<file path="src/rtl/button_conditioner_pkg.sv">
// Shared constants for the push-button conditioning path: channel indices
// feeding the SLC-3 core and the standard debounce interval.
package button_conditioner_pkg;

  localparam int BTN_RUN      = 0;
  localparam int BTN_CONTINUE = 1;

  // 10 ms at 100 MHz.
  localparam int DEBOUNCE_100MHZ_10MS = 1_000_000;

  // The counter must hold DEBOUNCE_CYCLES-1 without wrapping, with one value of margin.
  function automatic int cnt_width(input int cycles);
    return (cycles < 1) ? 1 : $clog2(cycles + 1);
  endfunction

endpackage

</file>
<file path="src/rtl/debounce_channel.sv">
// One button channel: 2-flop synchronizer, stability counter, accepted level
// register, and registered one-cycle rise/fall pulses.
module debounce_channel
  import button_conditioner_pkg::*;
#(
  parameter int DEBOUNCE_CYCLES = DEBOUNCE_100MHZ_10MS
) (
  input  logic clk,
  input  logic reset,
  input  logic btn,
  output logic level,
  output logic rise,
  output logic fall
);

  localparam int CNT_W = cnt_width(DEBOUNCE_CYCLES);
  localparam logic [CNT_W-1:0] CNT_LAST = CNT_W'(DEBOUNCE_CYCLES - 1);

  logic             s1;
  logic             s2;
  logic             lvl;
  logic [CNT_W-1:0] cnt;
  logic             rise_q;
  logic             fall_q;

  // NOTE: every register here is updated with <= so that s1->s2->cnt->lvl
  // behave as a true pipeline; blocking assignments would collapse the stages.
  always_ff @(posedge clk) begin
    if (reset) begin
      s1     <= 1'b0;
      s2     <= 1'b0;
      lvl    <= 1'b0;
      cnt    <= '0;
      rise_q <= 1'b0;
      fall_q <= 1'b0;
    end else begin
      s1     <= btn;
      s2     <= s1;
      rise_q <= 1'b0;
      fall_q <= 1'b0;
      if (s2 == lvl) begin
        cnt <= '0;
      end else if (cnt == CNT_LAST) begin
        lvl    <= s2;
        cnt    <= '0;
        rise_q <= s2;
        fall_q <= ~s2;
      end else begin
        cnt <= cnt + CNT_W'(1);
      end
    end
  end

  assign level = lvl;
  assign rise  = rise_q;
  assign fall  = fall_q;

endmodule

</file>
<file path="src/rtl/button_conditioner.sv">
// Board push-button front end: optional polarity inversion, then one
// independent debounce channel per button.
module button_conditioner
  import button_conditioner_pkg::*;
#(
  parameter int NUM_BTN         = 3,
  parameter int DEBOUNCE_CYCLES = DEBOUNCE_100MHZ_10MS,
  parameter bit ACTIVE_LOW      = 1'b0
) (
  input  logic               clk,
  input  logic               reset,
  input  logic [NUM_BTN-1:0] btn_i,
  output logic [NUM_BTN-1:0] btn_level_o,
  output logic [NUM_BTN-1:0] btn_rise_o,
  output logic [NUM_BTN-1:0] btn_fall_o
);

  // Internally a pressed button always reads as 1.
  logic [NUM_BTN-1:0] btn_pressed;
  assign btn_pressed = ACTIVE_LOW ? ~btn_i : btn_i;

  for (genvar g = 0; g < NUM_BTN; g++) begin : g_chan
    debounce_channel #(
      .DEBOUNCE_CYCLES(DEBOUNCE_CYCLES)
    ) u_chan (
      .clk  (clk),
      .reset(reset),
      .btn  (btn_pressed[g]),
      .level(btn_level_o[g]),
      .rise (btn_rise_o[g]),
      .fall (btn_fall_o[g])
    );
  end

endmodule
</file>
<file path="config.mk">
export PLATFORM = sky130hd
export DESIGN_NAME = button_conditioner
export DESIGN_NICKNAME = d
export VERILOG_FILES = /design/src/rtl/button_conditioner_pkg.sv /design/src/rtl/debounce_channel.sv /design/src/rtl/button_conditioner.sv
export SDC_FILE = /design/constraint.sdc
export NUM_CORES = 1
export LEC_CHECK = 0
export CAP_MARGIN = 10
export CORE_ASPECT_RATIO = 1.5
export CORE_MARGIN = 5
export CORE_UTILIZATION = 59
export CTS_CLUSTER_SIZE = 14
export DETAILED_ROUTE_END_ITERATION = 10
export GPL_ROUTABILITY_DRIVEN = 0
export PLACE_DENSITY = 0.76
export SKIP_LAST_GASP = 1
export SYNTH_ARGS = -nofsm -noshare
export SYNTH_HDL_FRONTEND = slang
export SYNTH_SLANG_ARGS = --single-unit
</file>
<file path="constraint.sdc">
create_clock -name clk -period 2.6 [get_ports clk]
set_input_delay 0.26 -clock clk [delete_from_list [all_inputs] [get_ports clk]]
set_output_delay 0.26 -clock clk [all_outputs]
set_load 0.005 [all_outputs]
</file>
After elaboration in Yosys (flattened, before gate mapping)
Cells that the tools add are included.
{ "classes": {"add_sub_neg": 3, "n_reduce_logical": 9, "n_eq_ne": 6, "n_bitwise": 9} }
{ "op_table": {"columns": ["operator", "n"], "rows": [
  ["$add 20x1->20 const B", 3],
  ["$eq 20x20->1 const B", 3],
  ["$reduce_or 3->1", 6],
  ["$not 1->1", 9],
  ["$reduce_and 2->1", 3],
  ["$eq 1x1->1", 3]
]} }
{ "word_totals": {"ff_bits": 75, "word_cells": 45} }

Longest topological paths before layout
{ "logic_depth": {"ltp_word": 3, "ltp_mapped": 7, "depth_no_buf": 5} }

Cells and area by module
Synthesis repeated with hierarchy kept, for this count alone.
{ "unflattened": {"hier_cells": 363, "area_unflattened_um2": 3299.4} }
{ "modules_own_cells": {"columns": ["mod", "instances", "cells_each", "area_each_um2"], "rows": [
  ["debounce_channel", 3, 121, 1099.8]
]} }

Worst setup path after synthesis
Ideal clock, no wire load.
{ "synth_timing": {"path_kind": "reg-to-reg", "from": "register g_chan[1].u_chan.cnt[16]", "to": "register g_chan[1].u_chan.cnt[10]", "n_path_buf": 1, "path_slack_ns": 0.735, "synth_period_minus_slack_ns": 1.865, "path_stages_with_launch": 6, "arrival_ns": 1.748, "setup_time_ns": 0.117, "cell_sequence": "dfxtp_1 > nand3_1 > or4b_1 > o31ai_4 > buf_2 > nor2_1"} }
{ "synth_via": {"elab_chain_cells": 2} }
{ "synth_lines": {"columns": ["element", "line_no", "source"], "rows": [
  ["start: declaration", "debounce_channel.sv:22", "logic [CNT_W-1:0] cnt;"],
  ["start signal: assignment", "debounce_channel.sv:49", "cnt <= cnt + CNT_W'(1);"],
  ["$eq 20x20->1", "debounce_channel.sv:43", "end else if (cnt == CNT_LAST) begin"],
  ["$reduce_or 3->1 (no source line)", null, null]
]} }
No other way between the ends.
A chain may end at the register's enable or synchronous reset.

Worst setup path in the final report
{ "layout_timing": {"from": "register g_chan[1].u_chan.cnt[16]", "to": "register g_chan[1].u_chan.cnt[17]"} }
{ "layout_via": {"elab_chain_cells": 2} }
{ "layout_lines": {"columns": ["element"], "rows": [
  ["branches (longest 2 deep; another with $add 20x1->20)"]
]} }
Several ways; the timed one is not identified.

==> results.md <==
- Post-route minimum period: 2.02 ns
- Peak Freq: 0.494 GHz
- Critical register-to-register path startpoint: g_chan[1].u_chan.cnt[16]
- Post-route standard cell area excluding fillers: 0.00354 sq mm
- TritonCTS clock tree: yes
- Number of different library cells in the post-synthesis netlist: 33
- Global-route wire length before repair: 9.82 mm
- Maximum ir drop on the vdd rail: 0.000543 V
- Effective utilization at floorplan: 0.600
- Combined area of all synthesized cells: 0.00324 sq mm
- Die Ht: 101 um
- Delay of the slowest cell on the worst path: 0.61 ns
- Critical path class: reg -> reg
- Via Count: 2502
- Number of nets in the synthesized netlist: 373
- Synthesis warning total: 0
- Final total negative setup slack: 0 ns
- Critical Path AT: 2.24 ns
- Cell count after synthesis: 365
- Core area: 0.00541 sq mm
- Total global-route track usage: 0.171
- Clock sink total: 75
- Cell types with the highest counts after synthesis: sky130_fd_sc_hd__dfxtp_1 (75), sky130_fd_sc_hd__nor2_1 (47), sky130_fd_sc_hd__xnor2_1 (24), sky130_fd_sc_hd__nand2_1 (22), sky130_fd_sc_hd__a21oi_1 (21)
- Critical path, cell by cell: nand3_1 -> or4b_1 -> o31ai_4 -> buf_4 -> a21oi_1
- DR WL/cell: 12.4 um
- Top post-synthesis cells by area: sky130_fd_sc_hd__dfxtp_1 (46%), sky130_fd_sc_hd__xnor2_1 (6.5%), sky130_fd_sc_hd__nor2_1 (5.4%), sky130_fd_sc_hd__xor2_1 (4.1%), sky130_fd_sc_hd__a21oi_1 (3.2%)
- Post-DP HPWL: 4.13 mm
- Worst-case setup slack after placement: 0.585 ns
- Maximum fanout along the worst path: 10
- Routed Antenna Nets: 0
- Maximum level of the CTS H-tree: 3
- Relative max-transition margin: 0.544
- Quantity of gates resized following cts: 0
- CP Launch Point: g_chan[1].u_chan.cnt[16]
- Number of iterations in the first detailed-routing pass: 4
- Number of DRC markers after the initial detailed-route iteration: 116
- Fraction of synthesized cell area taken by the top area cell type: 0.463
- CTS Root Buffer Type: sky130_fd_sc_hd__clkbuf_8
- RSZ-0062 raised after global routing: false
- Post-Place Cell Area: 0.00339 sq mm
- Most used standard cell by instance count after synthesis: sky130_fd_sc_hd__dfxtp_1
- Clock Latency Late Sink: 0.33 ns
- Standby leakage power: 1.05 nW
- Horizontal die dimension: 70.5 um
- Total routed wirelength: 5.56 mm
- Worst hold margin: 0.444 ns
- Layout cell share with drive strength beyond 1: 0.0605
- Worst setup SP type: register
- Die outline area: 0.00711 sq mm
- Sequential cell area fraction in the yosys report: 0.463
- Share of the clock period used by the worst path: 0.778
- Post-detailed-route via-to-cell ratio: 5.56
- Setup Fix Bufs, Post-CTS: 0
- Vias in the first global route: 2386
- Clock Skews: 0.00564 ns
- Max clock buf depth: 2
- GRT overflow: 0
- Count of inserted antenna diode cells: 0
- Drc violations: 0
- PD cells: 538 mW/mm^2
- Min-delay worst type: reg -> reg
- Capturing point of the worst reg2reg path: g_chan[1].u_chan.cnt[17]
- Slew at the pin closest to its max-slew limit: 0.677 ns
- Library cell with the largest summed area after synthesis: sky130_fd_sc_hd__dfxtp_1
- Cts hold-fix bufs: 0
- Number of CTS-inserted buffers: 9
- Required @ worst endpoint: 2.81 ns
- Kind of end point of the critical path: register
- Crit path to: g_chan[1].u_chan.cnt[17]
- Port Buf Inserts: 13
- Primary FF master, synth: sky130_fd_sc_hd__dfxtp_1
- Number of antenna violations at the first check in global routing: 0
- Number of hold violations in the final report: 0
- Proportion of synthesized flip-flops having asynchronous set or reset: 0
- Number of nets in the layout: 383
- Number of cells on the worst reg-to-reg path: 5
- Slowest cell on the critical path: sky130_fd_sc_hd__or4b_1
- Clock transition at path regs: 0.07 ns
- Slack of the worst reg-to-reg path: 0.58 ns
- Final setup vio count: 0
- Largest net degree at the start of global routing: 21
- Worst setup slack after layout: 0.576 ns
- Max-slew violation count: 0
- Top-Level Pins: 14
- Post-synthesis area per instance: 8.89 sq um
- Floorplan row count: 33
- Number of stages on the worst hold path: 1
- Run status: complete, no violations
- Number of enable flip-flop cells after synthesis: 0
- Count of state elements after synthesis: 75
- Max-cap violations: 0
- Util after Layout: 0.654
- Synth-to-layout area growth: 9.14%
power breakdown:
part,total (mW),switching (mW),internal [mW]
sequential,1.16,0.00344,1.15
clock,0.717,0.374,0.343
combinational,0.0286,0.0152,0.0134
total,1.90,0.393,1.51
worst min-delay path by stage:
stage / endpoint / startpoint
after detailed placement: g_chan[2].u_chan.s2 / g_chan[2].u_chan.s1
after floorplan: g_chan[0].u_chan.s1 / reset
after CTS: g_chan[2].u_chan.s2 / g_chan[2].u_chan.s1
after global placement: g_chan[2].u_chan.s2 / g_chan[2].u_chan.s1
final: g_chan[2].u_chan.s2 / g_chan[2].u_chan.s1
after global routing: g_chan[2].u_chan.s2 / g_chan[2].u_chan.s1
area by class of cell:
cell class	instances	area, sq um
Clock buffer	13	139
Fill cell	457	1870
Clock inverter	3	15.0
Multi-Input combinational cell	258	1580
Tap cell	70	87.6
Inverter	14	52.6
Timing Repair Buffer	17	160
Sequential cell	75	1500
stage by stage:
stage | total power, mW | cells
floorplan | 1.20 | 365
global placement | 1.21 | 434
detailed placement | 1.21 | 434
CTS | 1.93 | 450
global route | 1.98 | 450
finish | 1.90 | 450
state kept, by name, summed over array words and instances, names as in the netlist:
signal and cells:
g_chan.u_chan.level 3, g_chan.u_chan.rise 3, g_chan.u_chan.s1 3, g_chan.u_chan.cnt 60
g_chan.u_chan.s2 3, g_chan.u_chan.fall 3
per-layer routing:
| metal | global-route usage | wire length, um | up-vias |
|---|---|---|---|
| li1 | - | - | 1300 |
| met1 | 0.182 | 2470 | 1157 |
| met2 | 0.312 | 2790 | 32 |
| met3 | 0.0399 | 151 | 13 |
| met4 | 0.0854 | 158 | 0 |
| met5 | 0 | 0 | - |
cell families after synthesis:
logic type / share of synthesized area
buf+inv: 0.0486
fa+ha+maj: 0.0116
flops: 0.463
xor+xnor: 0.105
simple gates: 0.288
compound gates: 0.0833
layout by cell type (no fill, tap or decap), drive strengths merged, types with 10 or more instances in the layout:
master / Yosys / final
dfxtp: 75 / 75
nor2: 47 / 47
xnor2: 24 / 24
nand2: 22 / 22
a21oi: 21 / 21
nand3: 16 / 16
xor2: 15 / 15
inv: 14 / 14
nand4: 14 / 14
clkdlybuf4s50: 0 / 13
o21ai: 13 / 13
clkbuf: 6 / 13
or3: 12 / 12
or4: 12 / 12
nor4: 10 / 10
o31ai: 10 / 10
worst max-delay path, delay by kind of cell (launching register included):
| kind | cells | cell delay [ns] |
|---|---|---|
| buffers and inverters | 1 | 0.25 |
| DFF | 1 | 0.37 |
| and+or+nand+nor | 2 | 0.73 |
| AOI/OAI and AO/OA | 2 | 0.56 |
Note: power is estimated with default switching activity, not from simulation.
==> variant: new RTL, same flow settings <==
Set the parameter `NUM_BTN` to 2 (it was 3).
--- a/src/rtl/button_conditioner.sv
+++ b/src/rtl/button_conditioner.sv
@@ -3,7 +3,7 @@
 module button_conditioner
   import button_conditioner_pkg::*;
 #(
-  parameter int NUM_BTN         = 3,
+  parameter int NUM_BTN         = 2,
   parameter int DEBOUNCE_CYCLES = DEBOUNCE_100MHZ_10MS,
   parameter bit ACTIVE_LOW      = 1'b0
 ) (
Interface: changed (resized btn_fall_o, btn_i, btn_level_o and btn_rise_o); port bits go from 14 to 10. No check against the original RTL was run, so the function may have changed too.
==> variant against the original RTL <==
Sequential power is 33% lower; clock power fell by 11%; sequential cell count down 25; largest power group unchanged; synthesized area fell by 33%; critical path depth is 1 lower; total power shrank 25%; wire length shrank 29%; first-iteration DRC count decreased by 69%; cell area decreased by 32%; worst setup slack gained 0.044 ns.
==> variant: results (changes against the original RTL) <==
Routed WL - 3.95 mm (was 5.56 mm)
CP Max Fanout - 12 (was 10)
Synth top area cells - dfxtp_1 46%, xnor2_1 7.6%, nor2_1 6.7%, nand3_1 3.7%, xor2_1 3.2% (was dfxtp_1 46%, xnor2_1 6.5%, nor2_1 5.4%, xor2_1 4.1%, a21oi_1 3.2%)
TritonCTS Buffers - 5 (was 9)
DRT iter0 DRCs - 36 (was 116)
Int Pwr - 1.16 mW (was 1.51 mW)
Share of cells above drive strength 1 - 5.79% (was 6.05%)
Cell Area, Placed - 2270 um^2 (was 3390 um^2)
Via/cell ratio - 5.61 (was 5.56)
Number of global-route vias before repair - 1681 (was 2386)
Largest stage delay, worst path - 0.57 ns (was 0.61 ns)
Hpwl dp - 2.92 mm (was 4.13 mm)
Post-synthesis cell area - 2180 um^2 (was 3240 um^2)
Status - complete, no violations (unchanged)
Post-synthesis sequential area ratio - 46.0% (was 46.3%)
Non-Filler Instances - 302 (was 450)
Slowest CP cell - or3_1 (was or4b_1)
H-tree levels - 2 (was 3)
Leakage - 0.711 nW (was 1.05 nW)
Skew final - 0.00981 ns (was 0.00564 ns)
Placed cells - 294 (was 434)
Nets - 264 (was 383)
Crit path arrival time - 2.21 ns (was 2.24 ns)
Clk_lat worst skew - 0.30 ns (was 0.33 ns)
Max reg flops - 40 (was 60)
Worst Hold Class - reg -> reg (unchanged)
Gate count after technology mapping - 251 (was 365)
Global-route wire length before repair - 7.16 mm (was 9.82 mm)
Maximum VDD drop - 0.611 mV (was 0.543 mV)
I/O Buffers - 9 (was 13)
GR Util All Layers - 18.0% (was 17.1%)
Commonest cells post-synth - 50 x dfxtp_1, 39 x nor2_1, 19 x xnor2_1, 16 x nand3_1, 13 x a21oi_1 (was 75 x dfxtp_1, 47 x nor2_1, 24 x xnor2_1, 22 x nand2_1, 21 x a21oi_1)
Post-Place Worst Slack - 0.628 ns (was 0.585 ns)
Distinct cells, synth - 31 (was 33)
[variant: cell types whose count changed in the layout (fill, tap and decap cells not counted), sizes merged, moves of 5 or more]
cell and change:
a21oi -8, clkbuf -8, dfxtp -25, nand2 -11
nand4 -6, nor2 -8, o31ai -6, xnor2 -5
xor2 -7
[variant: area by class of cell]
| class | count | area, um^2 |
|---|---|---|
| Multi-Input combinational cell | 177 | 1060 |
| Tap cell | 43 | 53.8 |
| Inverter | 12 | 45.0 |
| Timing Repair Buffer | 12 | 113 |
| Fill cell | 294 | 1200 |
| Clock buffer | 5 | 68.8 |
| Clock inverter | 3 | 68.8 |
| Sequential cell | 50 | 1000 |
[variant: worst reg2reg max path, stage by stage, from the launching register on]
cell     delay, ns
dfxtp_1       0.40
nand4_1       0.38
or3_1         0.57
or4_1         0.42
a21oi_1       0.14
[variant: final timing paths]
check	startpoint	end	slack, ns	depth (start not counted)
worst max-delay path	g_chan[0].u_chan.cnt[2]$_SDFF_PP0_	g_chan[0].u_chan.cnt[17]$_SDFF_PP0_	0.62	4
worst min-delay path	g_chan[0].u_chan.s1$_SDFF_PP0_	g_chan[0].u_chan.s2$_SDFF_PP0_	0.45	1
worst max register to register	g_chan[0].u_chan.cnt[2]$_SDFF_PP0_	g_chan[0].u_chan.cnt[17]$_SDFF_PP0_	0.62	4
worst min register to register	g_chan[0].u_chan.s1$_SDFF_PP0_	g_chan[0].u_chan.s2$_SDFF_PP0_	0.45	1
[variant: cell families (layout without fill, tap and decap cells)]
group	count (synthesis)	in the layout	share of synthesized area, %
AO/OA/AOI/OAI	28	28	6.90
XOR/XNOR	27	27	10.9
flip-flops	50	50	46.0
adder cells (fa/ha/maj)	2	2	1.15
buffers and inverters	24	32	5.34
AND/OR/NAND/NOR	120	120	29.8
[variant: layer usage]
layer  wire length (um)  vias to the layer above  track usage (%)  part of all wire [%]
met4                 71                        0             7.06                   1.8
met1               1510                      781             19.6                    38
li1                   -                      876                -                     -
met5                  0                        -                0                     0
met3                101                        8             4.15                   2.6
met2               2270                       28             32.3                    58
[variant: per-stage QoR]
| stage | power, mW | hold WS [ns] |
|---|---|---|
| final | 1.43 | 0.451 |
| after CTS | 1.44 | 0.456 |
| after floorplan | 0.798 | 0.329 |
| after global placement | 0.807 | 0.426 |
| after detailed placement | 0.808 | 0.434 |
| after global routing | 1.48 | 0.468 |
[variant: power by group through the flow]
stage               sequential [mW]  combinational, mW  clock [mW]
floorplan                     0.789            0.00930           0
global placement              0.790             0.0178           0
detailed placement            0.790             0.0181           0
CTS                           0.772             0.0182       0.651
global route                  0.773             0.0203       0.691
finish                        0.772             0.0179       0.636
